<file path="src/rtl/bcd_subtractor_serial.sv">
// Digit-serial packed-BCD subtractor: diff = (a - b) mod 10^DIGITS.
// One digit per clock, least-significant first, with a ripple borrow.
//
// Ports:
//   clk        rising-edge clock
//   rst        synchronous active-high reset
//   start      request, sampled only while idle
//   a, b       minuend / subtrahend, packed BCD, digit 0 in [3:0]
//   diff       result, packed BCD, held until the next completion
//   borrow_out set when a < b (result wrapped)
//   invalid    set when any captured digit of a or b exceeded 9
//   busy       high from the cycle after start through the done cycle
//   done       one-cycle pulse marking diff/borrow_out/invalid valid
module bcd_subtractor_serial #(
  parameter int DIGITS = 4
) (
  input  logic                  clk,
  input  logic                  rst,
  input  logic                  start,
  input  logic [4*DIGITS-1:0]   a,
  input  logic [4*DIGITS-1:0]   b,
  output logic [4*DIGITS-1:0]   diff,
  output logic                  borrow_out,
  output logic                  invalid,
  output logic                  busy,
  output logic                  done
);

  localparam int W  = 4 * DIGITS;
  localparam int IW = $clog2(DIGITS + 1);

  localparam logic [1:0] IDLE = 2'd0;
  localparam logic [1:0] RUN  = 2'd1;
  localparam logic [1:0] DONE = 2'd2;

  localparam logic [IW-1:0] LAST = IW'(DIGITS - 1);

  logic [1:0]    state;
  logic [W-1:0]  a_r, b_r, res;
  logic [IW-1:0] idx;
  logic          br;

  // Any input digit outside 0..9 poisons the whole operation.
  logic bad;
  always_comb begin
    bad = 1'b0;
    for (int i = 0; i < DIGITS; i++) begin
      if (a[4*i +: 4] > 4'd9 || b[4*i +: 4] > 4'd9) bad = 1'b1;
    end
  end

  // Operands shift right each RUN cycle, so the current digit is always [3:0].
  // t is 5-bit two's complement; bit 4 set means the digit went negative.
  logic [4:0]   t;
  logic [3:0]   dig;
  logic         br_nxt;
  logic [W+3:0] cat;
  logic [W-1:0] res_nxt;
  always_comb begin
    t       = {1'b0, a_r[3:0]} - {1'b0, b_r[3:0]} - {4'b0, br};
    br_nxt  = t[4];
    dig     = t[4] ? (t[3:0] + 4'd10) : t[3:0];
    // New digit enters at the top; after DIGITS shifts digit 0 lands in [3:0].
    cat     = {dig, res};
    res_nxt = cat[W+3:4];
  end

  always_ff @(posedge clk) begin
    if (rst) begin
      state      <= IDLE;
      a_r        <= '0;
      b_r        <= '0;
      res        <= '0;
      idx        <= '0;
      br         <= 1'b0;
      diff       <= '0;
      borrow_out <= 1'b0;
      invalid    <= 1'b0;
    end else begin
      case (state)
        IDLE: if (start) begin
          a_r <= a;
          b_r <= b;
          res <= '0;
          idx <= '0;
          br  <= 1'b0;
          if (bad) begin
            diff       <= '0;
            borrow_out <= 1'b0;
            invalid    <= 1'b1;
            state      <= DONE;
          end else begin
            state <= RUN;
          end
        end
        RUN: begin
          a_r <= a_r >> 4;
          b_r <= b_r >> 4;
          res <= res_nxt;
          br  <= br_nxt;
          idx <= idx + IW'(1);
          if (idx == LAST) begin
            diff       <= res_nxt;
            borrow_out <= br_nxt;
            invalid    <= 1'b0;
            state      <= DONE;
          end
        end
        DONE:    state <= IDLE;
        default: state <= IDLE;
      endcase
    end
  end

  assign busy = (state != IDLE);
  assign done = (state == DONE);

endmodule

</file>
<file path="config.mk">
export PLATFORM = sky130hd
export DESIGN_NAME = bcd_subtractor_serial
export DESIGN_NICKNAME = d
export VERILOG_FILES = /design/src/rtl/bcd_subtractor_serial.sv
export SDC_FILE = /design/constraint.sdc
export NUM_CORES = 1
export LEC_CHECK = 0
export CORE_ASPECT_RATIO = 1.5
export CORE_MARGIN = 4
export CORE_UTILIZATION = 40
export CTS_CLUSTER_DIAMETER = 40
export CTS_CLUSTER_SIZE = 25
export DETAILED_ROUTE_END_ITERATION = 12
export GPL_TIMING_DRIVEN = 0
export PLACE_DENSITY = 0.69
export SLEW_MARGIN = 20
export SYNTH_ARGS = -nofsm -noshare
export SYNTH_HDL_FRONTEND = slang
export SYNTH_SLANG_ARGS = --single-unit
</file>
<file path="constraint.sdc">
create_clock -name clk -period 2.65 [get_ports clk]
set_input_delay 0.3975 -clock clk [delete_from_list [all_inputs] [get_ports clk]]
set_output_delay 0.3975 -clock clk [all_outputs]
set_load 0.005 [all_outputs]
</file>
Word level (Yosys, flattened, before mapping)
Index checks and enable logic that the tools add are counted.
{"block": "totals", "in_bits": 35, "latch_bits": 0, "output_inout_bits": 20, "wordCells": 68, "ff_bits": 72, "ramBits": 0, "n_memories": 0, "mem_bits_ro": 0}
{"block": "classes", "reduce_logical": 10, "n_shift": 0, "mux": 31, "n_mul": 0, "magnitude_cmp": 8, "bitwise": 0, "div_mod_pow": 0, "n_eq_ne": 6, "n_addsub": 4}
{"op": "16-bit one-hot mux with 2 select lines", "count": 4}
{"op": "16-bit two-way mux", "count": 6}
{"op": "4-bit greater-than comparator, second input constant", "count": 8}
{"op": "1-bit two-way mux", "count": 11}
{"op": "2-bit two-way mux", "count": 3}
{"op": "2-bit != test, second input constant", "count": 3}
{"op": "1-bit one-hot mux with 2 select lines", "count": 3}
{"op": "3-bit one-hot mux with 2 select lines", "count": 1}
{"op": "4-bit by 4-bit subtractor with 5-bit output", "count": 1}
{"op": "5-bit by 1-bit subtractor with 5-bit output", "count": 1}
{"op": "4-bit adder, second input constant", "count": 1}
{"op": "1-bit logical OR", "count": 4}
{"op": "4-bit two-way mux", "count": 1}
{"op": "2-bit one-hot mux with 2 select lines", "count": 1}
{"op": "2-bit AND reduction", "count": 2}
{"op": "4-bit AND reduction", "count": 1}
{"op": "2-bit nonzero test", "count": 2}
{"op": "3-bit by 1-bit adder with 3-bit output, second input constant", "count": 1}
{"op": "3-bit by 2-bit equality test with 1-bit output, second input constant", "count": 1}
{"op": "3-bit two-way mux", "count": 1}
{"op": "2-bit by 1-bit equality test with 1-bit output, second input constant", "count": 1}
{"op": "2-bit equality test, second input constant", "count": 1}
{"op": "2-bit logical NOT", "count": 1}

Logic depth before layout (Yosys ltp)
Gate-level depths: netlist of run 1.
{"block": "depth", "ltp_word": 9, "depth_mapped": 10, "depth_no_buf": 9}

Least setup slack after synthesis of run 1
No wires, ideal clock.
{"block": "synth_path", "kind": "reg2reg", "startpoint": "reg b_r[0]", "endpoint": "reg diff[14]", "n_path_buf": 1, "arrival_ns": 2.121, "synth_period_minus_slack_ns": 2.242, "stages_incl_launch_ff": 10, "slack_ns": 0.408, "cell_sequence": "dfxtp_1 inv_1 fa_1 fa_1 nand2b_1 a211oi_1 or2_1 buf_2 mux2i_1 o2bb2ai_1"}
{"block": "synth_between", "elab_chain_cells": 6}
{"element": "from (decl)", "line_no": "39", "text": "logic [W-1:0] a_r, b_r, res;"}
{"element": "from (signal assigned)", "line_no": "98", "text": "b_r <= b_r >> 4;"}
{"element": "4-bit by 4-bit subtractor with 5-bit output (*)", "line_no": "60", "text": "t = {1'b0, a_r[3:0]} - {1'b0, b_r[3:0]} - {4'b0, br};"}
{"element": "5-bit by 1-bit subtractor with 5-bit output (*)", "line_no": "60"}
{"element": "4-bit adder", "line_no": "62", "text": "dig = t[4] ? (t[3:0] + 4'd10) : t[3:0];"}
{"element": "4-bit two-way mux (*)", "line_no": "62"}
{"element": "16-bit two-way mux (*)", "line_no": "102", "text": "if (idx == LAST) begin"}
{"element": "16-bit one-hot mux with 2 select lines (*)", "line_no": "80", "text": "case (state)"}
{"element": "to (signal assigned)", "line_no": "103", "text": "diff <= res_nxt;"}
{"element": "to (decl)", "line_no": "22", "text": "output logic [4*DIGITS-1:0] diff,"}
Every way passes the cells marked *; elsewhere a longest branch is shown, timed or not. The select of a mux whose other input is x is not followed.
A chain may end at the register's enable or synchronous reset.

Final worst setup path of run 1
{"block": "layout_path", "startpoint": "reg b_r[0]", "endpoint": "reg res[13]"}
{"block": "layout_between", "elab_chain_cells": 5}
{"element": "4-bit by 4-bit subtractor with 5-bit output (*)", "line_no": "60"}
{"element": "5-bit by 1-bit subtractor with 5-bit output (*)", "line_no": "60"}
{"element": "4-bit adder", "line_no": "62"}
{"element": "4-bit two-way mux (*)", "line_no": "62"}
{"element": "16-bit one-hot mux with 2 select lines (*)", "line_no": "80"}
{"element": "to (signal assigned)", "line_no": "99", "text": "res <= res_nxt;"}
{"element": "to (decl)", "line_no": "39"}
Every way passes the cells marked *; elsewhere a longest branch is shown, timed or not.

==> flow_metrics.env, run 1 <==
export IMPL_wl_met1_microns=3090
export IMPL_async_reset_ff_share_pct=0
export IMPL_nets=453
export IMPL_top_layer_used="met4"
export IMPL_slew_headroom_pct=62.7
export IMPL_crit_path_end_kind="flop"
export IMPL_cts_tree="built"
export IMPL_antenna_found_initial=0
export IMPL_clock_path_buffers=2
export IMPL_hpwl_microns=5540
export IMPL_syn_area_sq_um=2960
export IMPL_synth_most_common_cell="dfxtp_1"
export IMPL_synth_edf_count=0
export IMPL_fill_cells=716
export IMPL_maxCapViolCount=0
export IMPL_dp_cells=496
export IMPL_worstHoldPathType="reg2reg"
export IMPL_skew_ps=10.1
export IMPL_synth_area_leader_cell="dfxtp_1"
export IMPL_ir_drop_mv=0.401
export IMPL_fmax_mhz=406
export IMPL_grt_use_total_pct=17.3
export IMPL_max_slew_worst_pin_slew_ps=560
export IMPL_drc=0
export IMPL_num_antenna_cells=0
export IMPL_pin_count=55
export IMPL_slew_viol_final=0
export IMPL_grt_pass1_vias=2500
export IMPL_cts_hold_buf=0
export IMPL_power_density_nw_per_um2=623
export IMPL_core_area_sq_um=7230
export IMPL_min_period_ps=2470
export IMPL_setup_tns_ps=0
export IMPL_die_height_microns=113
export IMPL_drtIter0Drc=123
export IMPL_reg2reg_slack_ps=180
export IMPL_synth_top_cell_area_share_pct=46.0
export IMPL_gp_congestion=0.826
export IMPL_crit_buf_inv=2
export IMPL_synth_area_leaders="dfxtp_1, nand2_1, a311oi_1, nor2_1, a22o_1"
export IMPL_clkLatencyLatePin_ps=360
export IMPL_timing_rr_start="b_r[0]"
export IMPL_reg2reg_depth=9
export IMPL_synth_cell_types=39
export IMPL_worst_path_stages=9
export IMPL_p_leak_nw=1.45
export IMPL_synth_seq_cells=68
export IMPL_critPathTopFamily="adder cells"
export IMPL_syn_nets=388
export IMPL_rsz0062_at_grt="no"
export IMPL_met3_length_microns=402
export IMPL_hp_start="b_r[13]"
export IMPL_syn_avg_cell_area_sq_um=8.66
export IMPL_finalCritPeriodShare_pct=93.0
export IMPL_detail_route_antenna_nets=0
export IMPL_cts_sinks=68
export IMPL_ctsHtreeMaxLevel=3
export IMPL_io_buffer_count=54
export IMPL_wl_per_cell_microns=14.6
export IMPL_slowest_stage="fa_1"
export IMPL_cp_arrival_ps=2710
export IMPL_numCtsBuffers=9
export IMPL_cts_setup_buffers=0
export IMPL_area_growth_pct=30.3
export IMPL_slowest_delay_ps=440
export IMPL_rows=38
export IMPL_wl_microns=7450
export IMPL_routed_wl_met2_microns=3790
export IMPL_cts_root_buf="clkbuf_8"
export IMPL_hold_violations=0
export IMPL_crit_type="reg2reg"
export IMPL_path_max_fanout=4
export IMPL_cpMostUsedCell="fa_1"
export IMPL_avgViaCountPerCell=5.21
export IMPL_start_util_pct=41.0
export IMPL_synthFlopType="dfxtp_1"
export IMPL_die_area_sq_um=8870
export IMPL_start_kind="flop"
export IMPL_drive_gt1_share_pct=8.50
export IMPL_die_x_microns=78.3
export IMPL_grt_overflow_total=0
export IMPL_synth_seq_area_share_pct=46.0
export IMPL_drt_pre_antenna_iters=4
export IMPL_outcome="finished, final reports clean"
export IMPL_yosys_warnings=0
export IMPL_grt_max_degree=14
export IMPL_grt_pass1_wl_microns=11800
export IMPL_path_cells="inv_1, fa_1, fa_1, nand2b_1, a22o_1, or2_1, buf_2, xnor2_1, o21ai_0"
export IMPL_vias=2665
export IMPL_clk_pin_slew_ps=80
export IMPL_setup_violations_final=0
export IMPL_hold_depth=2
export IMPL_synthCells=342
export IMPL_yosys_top_cells_count="dfxtp_1, nand2_1, nor2_1, a311oi_1, a21oi_1"
export IMPL_instances_no_fill=512
export IMPL_startpoint="b_r[0]"
export IMPL_crit_required_ps=2890
-- cells by family (layout without fill, tap and decap cells) --
| logic type | Yosys count | after routing | share of synthesized area, % |
|---|---|---|---|
| flops | 68 | 68 | 46.0 |
| buf+inv | 35 | 105 | 5.20 |
| fa+ha+maj | 11 | 11 | 5.15 |
| simple gates | 136 | 136 | 20.6 |
| compound gates | 85 | 85 | 21.0 |
| xor+xnor | 5 | 5 | 1.48 |
| mux | 2 | 2 | 0.676 |
-- path summary, 6_finish.rpt --
kind	end
worst max-delay path	res[13]
worst min-delay path	b_r[13]
worst max register to register	res[13]
worst min register to register	b_r[13]
-- final cells by class --
cell class | count | area (sq um) | area share (%)
Buffer | 25 | 116 | 3.02
Inverter | 10 | 37.5 | 0.973
Multi-Input combinational cell | 239 | 1460 | 37.7
Clock inverter | 7 | 98.8 | 2.56
Tap cell | 100 | 125 | 3.24
Clock buffer | 9 | 124 | 3.21
Timing Repair Buffer | 54 | 541 | 14.0
Sequential cell | 68 | 1360 | 35.3
-- cell usage in the layout (no fill, tap or decap), types with 4 or more instances in the layout --
cell type | netlist | layout
a22oi_1 | 10 | 10
o21ai_0 | 12 | 12
ha_1 | 9 | 9
nor2b_1 | 4 | 4
clkdlybuf4s50_1 | 0 | 54
inv_1 | 10 | 10
a21oi_1 | 15 | 15
clkbuf_8 | 0 | 9
nand2_1 | 56 | 56
a311oi_1 | 24 | 24
nand3b_1 | 10 | 10
buf_2 | 9 | 9
nor2_1 | 47 | 47
clkbuf_1 | 13 | 13
dfxtp_1 | 68 | 68
a22o_1 | 14 | 14
nand2b_1 | 6 | 6
-- where the power goes --
| group | total, mW | switching (mW) | internal, mW |
|---|---|---|---|
| Clock | 0.953 | 0.419 | 0.534 |
| Sequential | 1.09 | 0.0260 | 1.06 |
| Combinational | 0.362 | 0.189 | 0.173 |
-- worst reg2reg max path: cells and delay by family (launching register included) --
kind	cells	cell delay, ps
AOI/OAI and AO/OA	2	310
adders and majority gates	2	860
DFF	1	330
buffers and inverters	2	220
and+or+nand+nor	2	410
xor gates and xnor gates	1	250
-- per-layer routing --
| metal | track usage, % | vias up |
|---|---|---|
| met3 | 4.34 | 16 |
| met2 | 29.6 | 84 |
| met5 | 0 | - |
| met1 | 19.5 | 1243 |
| met4 | 9.45 | 0 |
| li1 | - | 1322 |
-- per-stage QoR --
| stage | hold slack (ps) | utilization [%] | setup slack [ps] | cell area (sq um) | power, mW |
|---|---|---|---|---|---|
| 2_1_floorplan | 432 | - | 408 | 2960 | 1.33 |
| 3_3_place_gp | 438 | 50.2 | 162 | 3630 | 1.45 |
| 3_5_place_dp | 454 | 50.2 | 137 | 3630 | 1.46 |
| 4_1_cts | 464 | 53.3 | 119 | 3850 | 2.41 |
| 5_1_grt | 492 | 53.4 | 33.3 | 3860 | 2.51 |
| 6_report | 462 | 53.4 | 185 | 3860 | 2.41 |
-- flip-flops by register name, indices dropped and copies added (netlist names) --
register	count
invalid	1
br	1
state	2
diff	16
a_r	16
borrow_out	1
res	12
idx	3
b_r	16
-- repair_timing --
action	in CTS	in global routing
resized for setup	0	2
endpoints found under the setup margin	0	2
hold endpoints to repair	0	0
Power figures use the tool's default switching activity.
==> run 2, diff against run 1 <==
--- a/config.mk
+++ b/config.mk
@@ -7,12 +7,12 @@
 export LEC_CHECK = 0
 export CORE_ASPECT_RATIO = 1.5
 export CORE_MARGIN = 4
-export CORE_UTILIZATION = 40
+export CORE_UTILIZATION = 45
 export CTS_CLUSTER_DIAMETER = 40
 export CTS_CLUSTER_SIZE = 25
 export DETAILED_ROUTE_END_ITERATION = 12
 export GPL_TIMING_DRIVEN = 0
-export PLACE_DENSITY = 0.69
+export PLACE_DENSITY = 0.75
 export SLEW_MARGIN = 20
 export SYNTH_ARGS = -nofsm -noshare
 export SYNTH_HDL_FRONTEND = slang
==> run 2 against run 1 <==
Compared with the run above:
- maximum frequency decreased by 1.8%
- critical path type unchanged
- critical endpoint is now diff[14]
- clock skew grew 3.1 ps
- cell area down 1.1%
- power down 1.8%
==> flow_metrics.env, run 2 (synthesized netlist as in run 1, its figures left out) <==
export IMPL_outcome="finished, final reports clean"
export IMPL_critPathTopFamily="adder cells"
export IMPL_clk_pin_slew_ps=70
export IMPL_min_period_ps=2510
export IMPL_p_leak_nw=1.44
export IMPL_final_area_sq_um=3820
export IMPL_cp_arrival_ps=2740
export IMPL_fmax_mhz=398
export IMPL_cts_root_buf="clkbuf_8"
export IMPL_drtIter0Drc=165
export IMPL_crit_path_end_kind="flop"
export IMPL_numCtsBuffers=9
export IMPL_hold_violations=0
export IMPL_path_cells="inv_1, fa_1, fa_1, nand2b_1, a211oi_1, or2_1, buf_2, mux2i_4, o2bb2ai_1"
export IMPL_die_x_microns=74.2
export IMPL_dpl_cell_area_sq_um=3590
export IMPL_grt_pass1_wl_microns=12300
export IMPL_nets=453
export IMPL_slew_headroom_pct=62.7
export IMPL_detail_route_antenna_nets=0
export IMPL_setup_violations_final=0
export IMPL_slew_viol_final=0
export IMPL_avgViaCountPerCell=5.56
export IMPL_finalCritPeriodShare_pct=94.7
export IMPL_cpMostUsedCell="fa_1"
export IMPL_io_buffer_count=54
export IMPL_crit_type="reg2reg"
export IMPL_cts_resized=0
export IMPL_crit_required_ps=2880
export IMPL_cts_sinks=68
export IMPL_worstHoldPathType="reg2reg"
export IMPL_grt_overflow_total=0
export IMPL_clkLatencyLatePin_ps=350
export IMPL_crit_buf_inv=2
export IMPL_die_area_sq_um=7970
export IMPL_core_area_sq_um=6260
export IMPL_largestRegisters="a_r x16, b_r x16, diff x16"
export IMPL_die_height_microns=107
export IMPL_max_slew_worst_pin_slew_ps=559
export IMPL_pin_count=55
export IMPL_drive_gt1_share_pct=8.25
export IMPL_start_util_pct=47.3
export IMPL_power_density_nw_per_um2=619
export IMPL_rsz0062_at_grt="no"
export IMPL_num_antenna_cells=0
export IMPL_setup_tns_ps=0
export IMPL_timing_rr_start="b_r[0]"
export IMPL_vias=2702
export IMPL_clock_path_buffers=2
export IMPL_wl_microns=7430
export IMPL_maxCapViolCount=0
export IMPL_slowest_delay_ps=430
export IMPL_layout_common_cells="dfxtp_1, nand2_1, clkdlybuf4s50_1, nor2_1, a311oi_1"
export IMPL_path_max_fanout=4
export IMPL_ir_drop_mv=0.388
export IMPL_rows=35
export IMPL_cts_tree="built"
export IMPL_slowest_stage="fa_1"
export IMPL_wl_per_cell_microns=15.3
export IMPL_cts_hold_buf=0
export IMPL_start_kind="flop"
export IMPL_drt_pre_antenna_iters=4
export IMPL_grt_pass1_vias=2697
export IMPL_cts_setup_buffers=0
export IMPL_skew_ps=13.2
export IMPL_grt_max_degree=14
export IMPL_antenna_found_initial=0
export IMPL_gp_congestion=0.822
export IMPL_area_growth_pct=28.9
export IMPL_final_common_cell="dfxtp_1"
export IMPL_startpoint="b_r[0]"
export IMPL_drc=0
export IMPL_hpwl_microns=5540
export IMPL_ctsHtreeMaxLevel=3
export IMPL_hp_start="b_r[14]"
export IMPL_grt_use_total_pct=20.0
## run 2: tightest hold or removal path: cells and delay by family (launching register included)
kind	cells	cell delay (ps)
AND/OR/NAND/NOR	1	50
AO/OA/AOI/OAI	1	50
flip-flops	1	320
## run 2: report_power, final
group | switching [mW] | internal (mW) | total, mW
Sequential | 0.0260 | 1.06 | 1.09
Combinational | 0.195 | 0.179 | 0.374
Clock | 0.430 | 0.468 | 0.898
## run 2: final timing paths
kind / slack [ps] / cells past startpoint / end
hold reg to reg: 460 / 2 / b_r[14]
setup reg to reg: 140 / 9 / diff[14]
hold / removal: 460 / 2 / b_r[14]
setup / recovery: 140 / 9 / diff[14]
## run 2: per-stage QoR
stage | power [mW] | utilization [%] | setup slack, ps | instances | hold WS, ps
4_1_cts | 2.35 | 60.7 | 43.0 | 486 | 458
3_3_place_gp | 1.45 | 57.4 | 142 | 470 | 439
2_1_floorplan | 1.33 | - | 408 | 342 | 432
3_5_place_dp | 1.47 | 57.4 | 89.7 | 470 | 449
5_1_grt | 2.46 | 60.9 | 7.20 | 486 | 482
6_report | 2.36 | 60.9 | 140 | 486 | 461
## run 2: layout make-up
cell class / instances / area [sq um]
buffer: 25 / 116
clock buffer: 10 / 138
clock inverter: 6 / 71.3
fill: 580 / 2450
inverter: 10 / 37.5
multi-input combinational: 239 / 1460
sequential: 68 / 1360
tap: 74 / 92.6
timing repair buffer: 54 / 541
## run 2: metal layers
| layer | share of wire (%) | wire [microns] | track usage [%] | vias up |
|---|---|---|---|---|
| met1 | 41 | 3040 | 23.3 | 1266 |
| met5 | 0 | 0 | 0 | - |
| li1 | - | - | - | 1327 |
| met4 | 3.9 | 287 | 10.9 | 0 |
| met3 | 4.9 | 367 | 3.18 | 21 |
| met2 | 50 | 3740 | 34.1 | 88 |
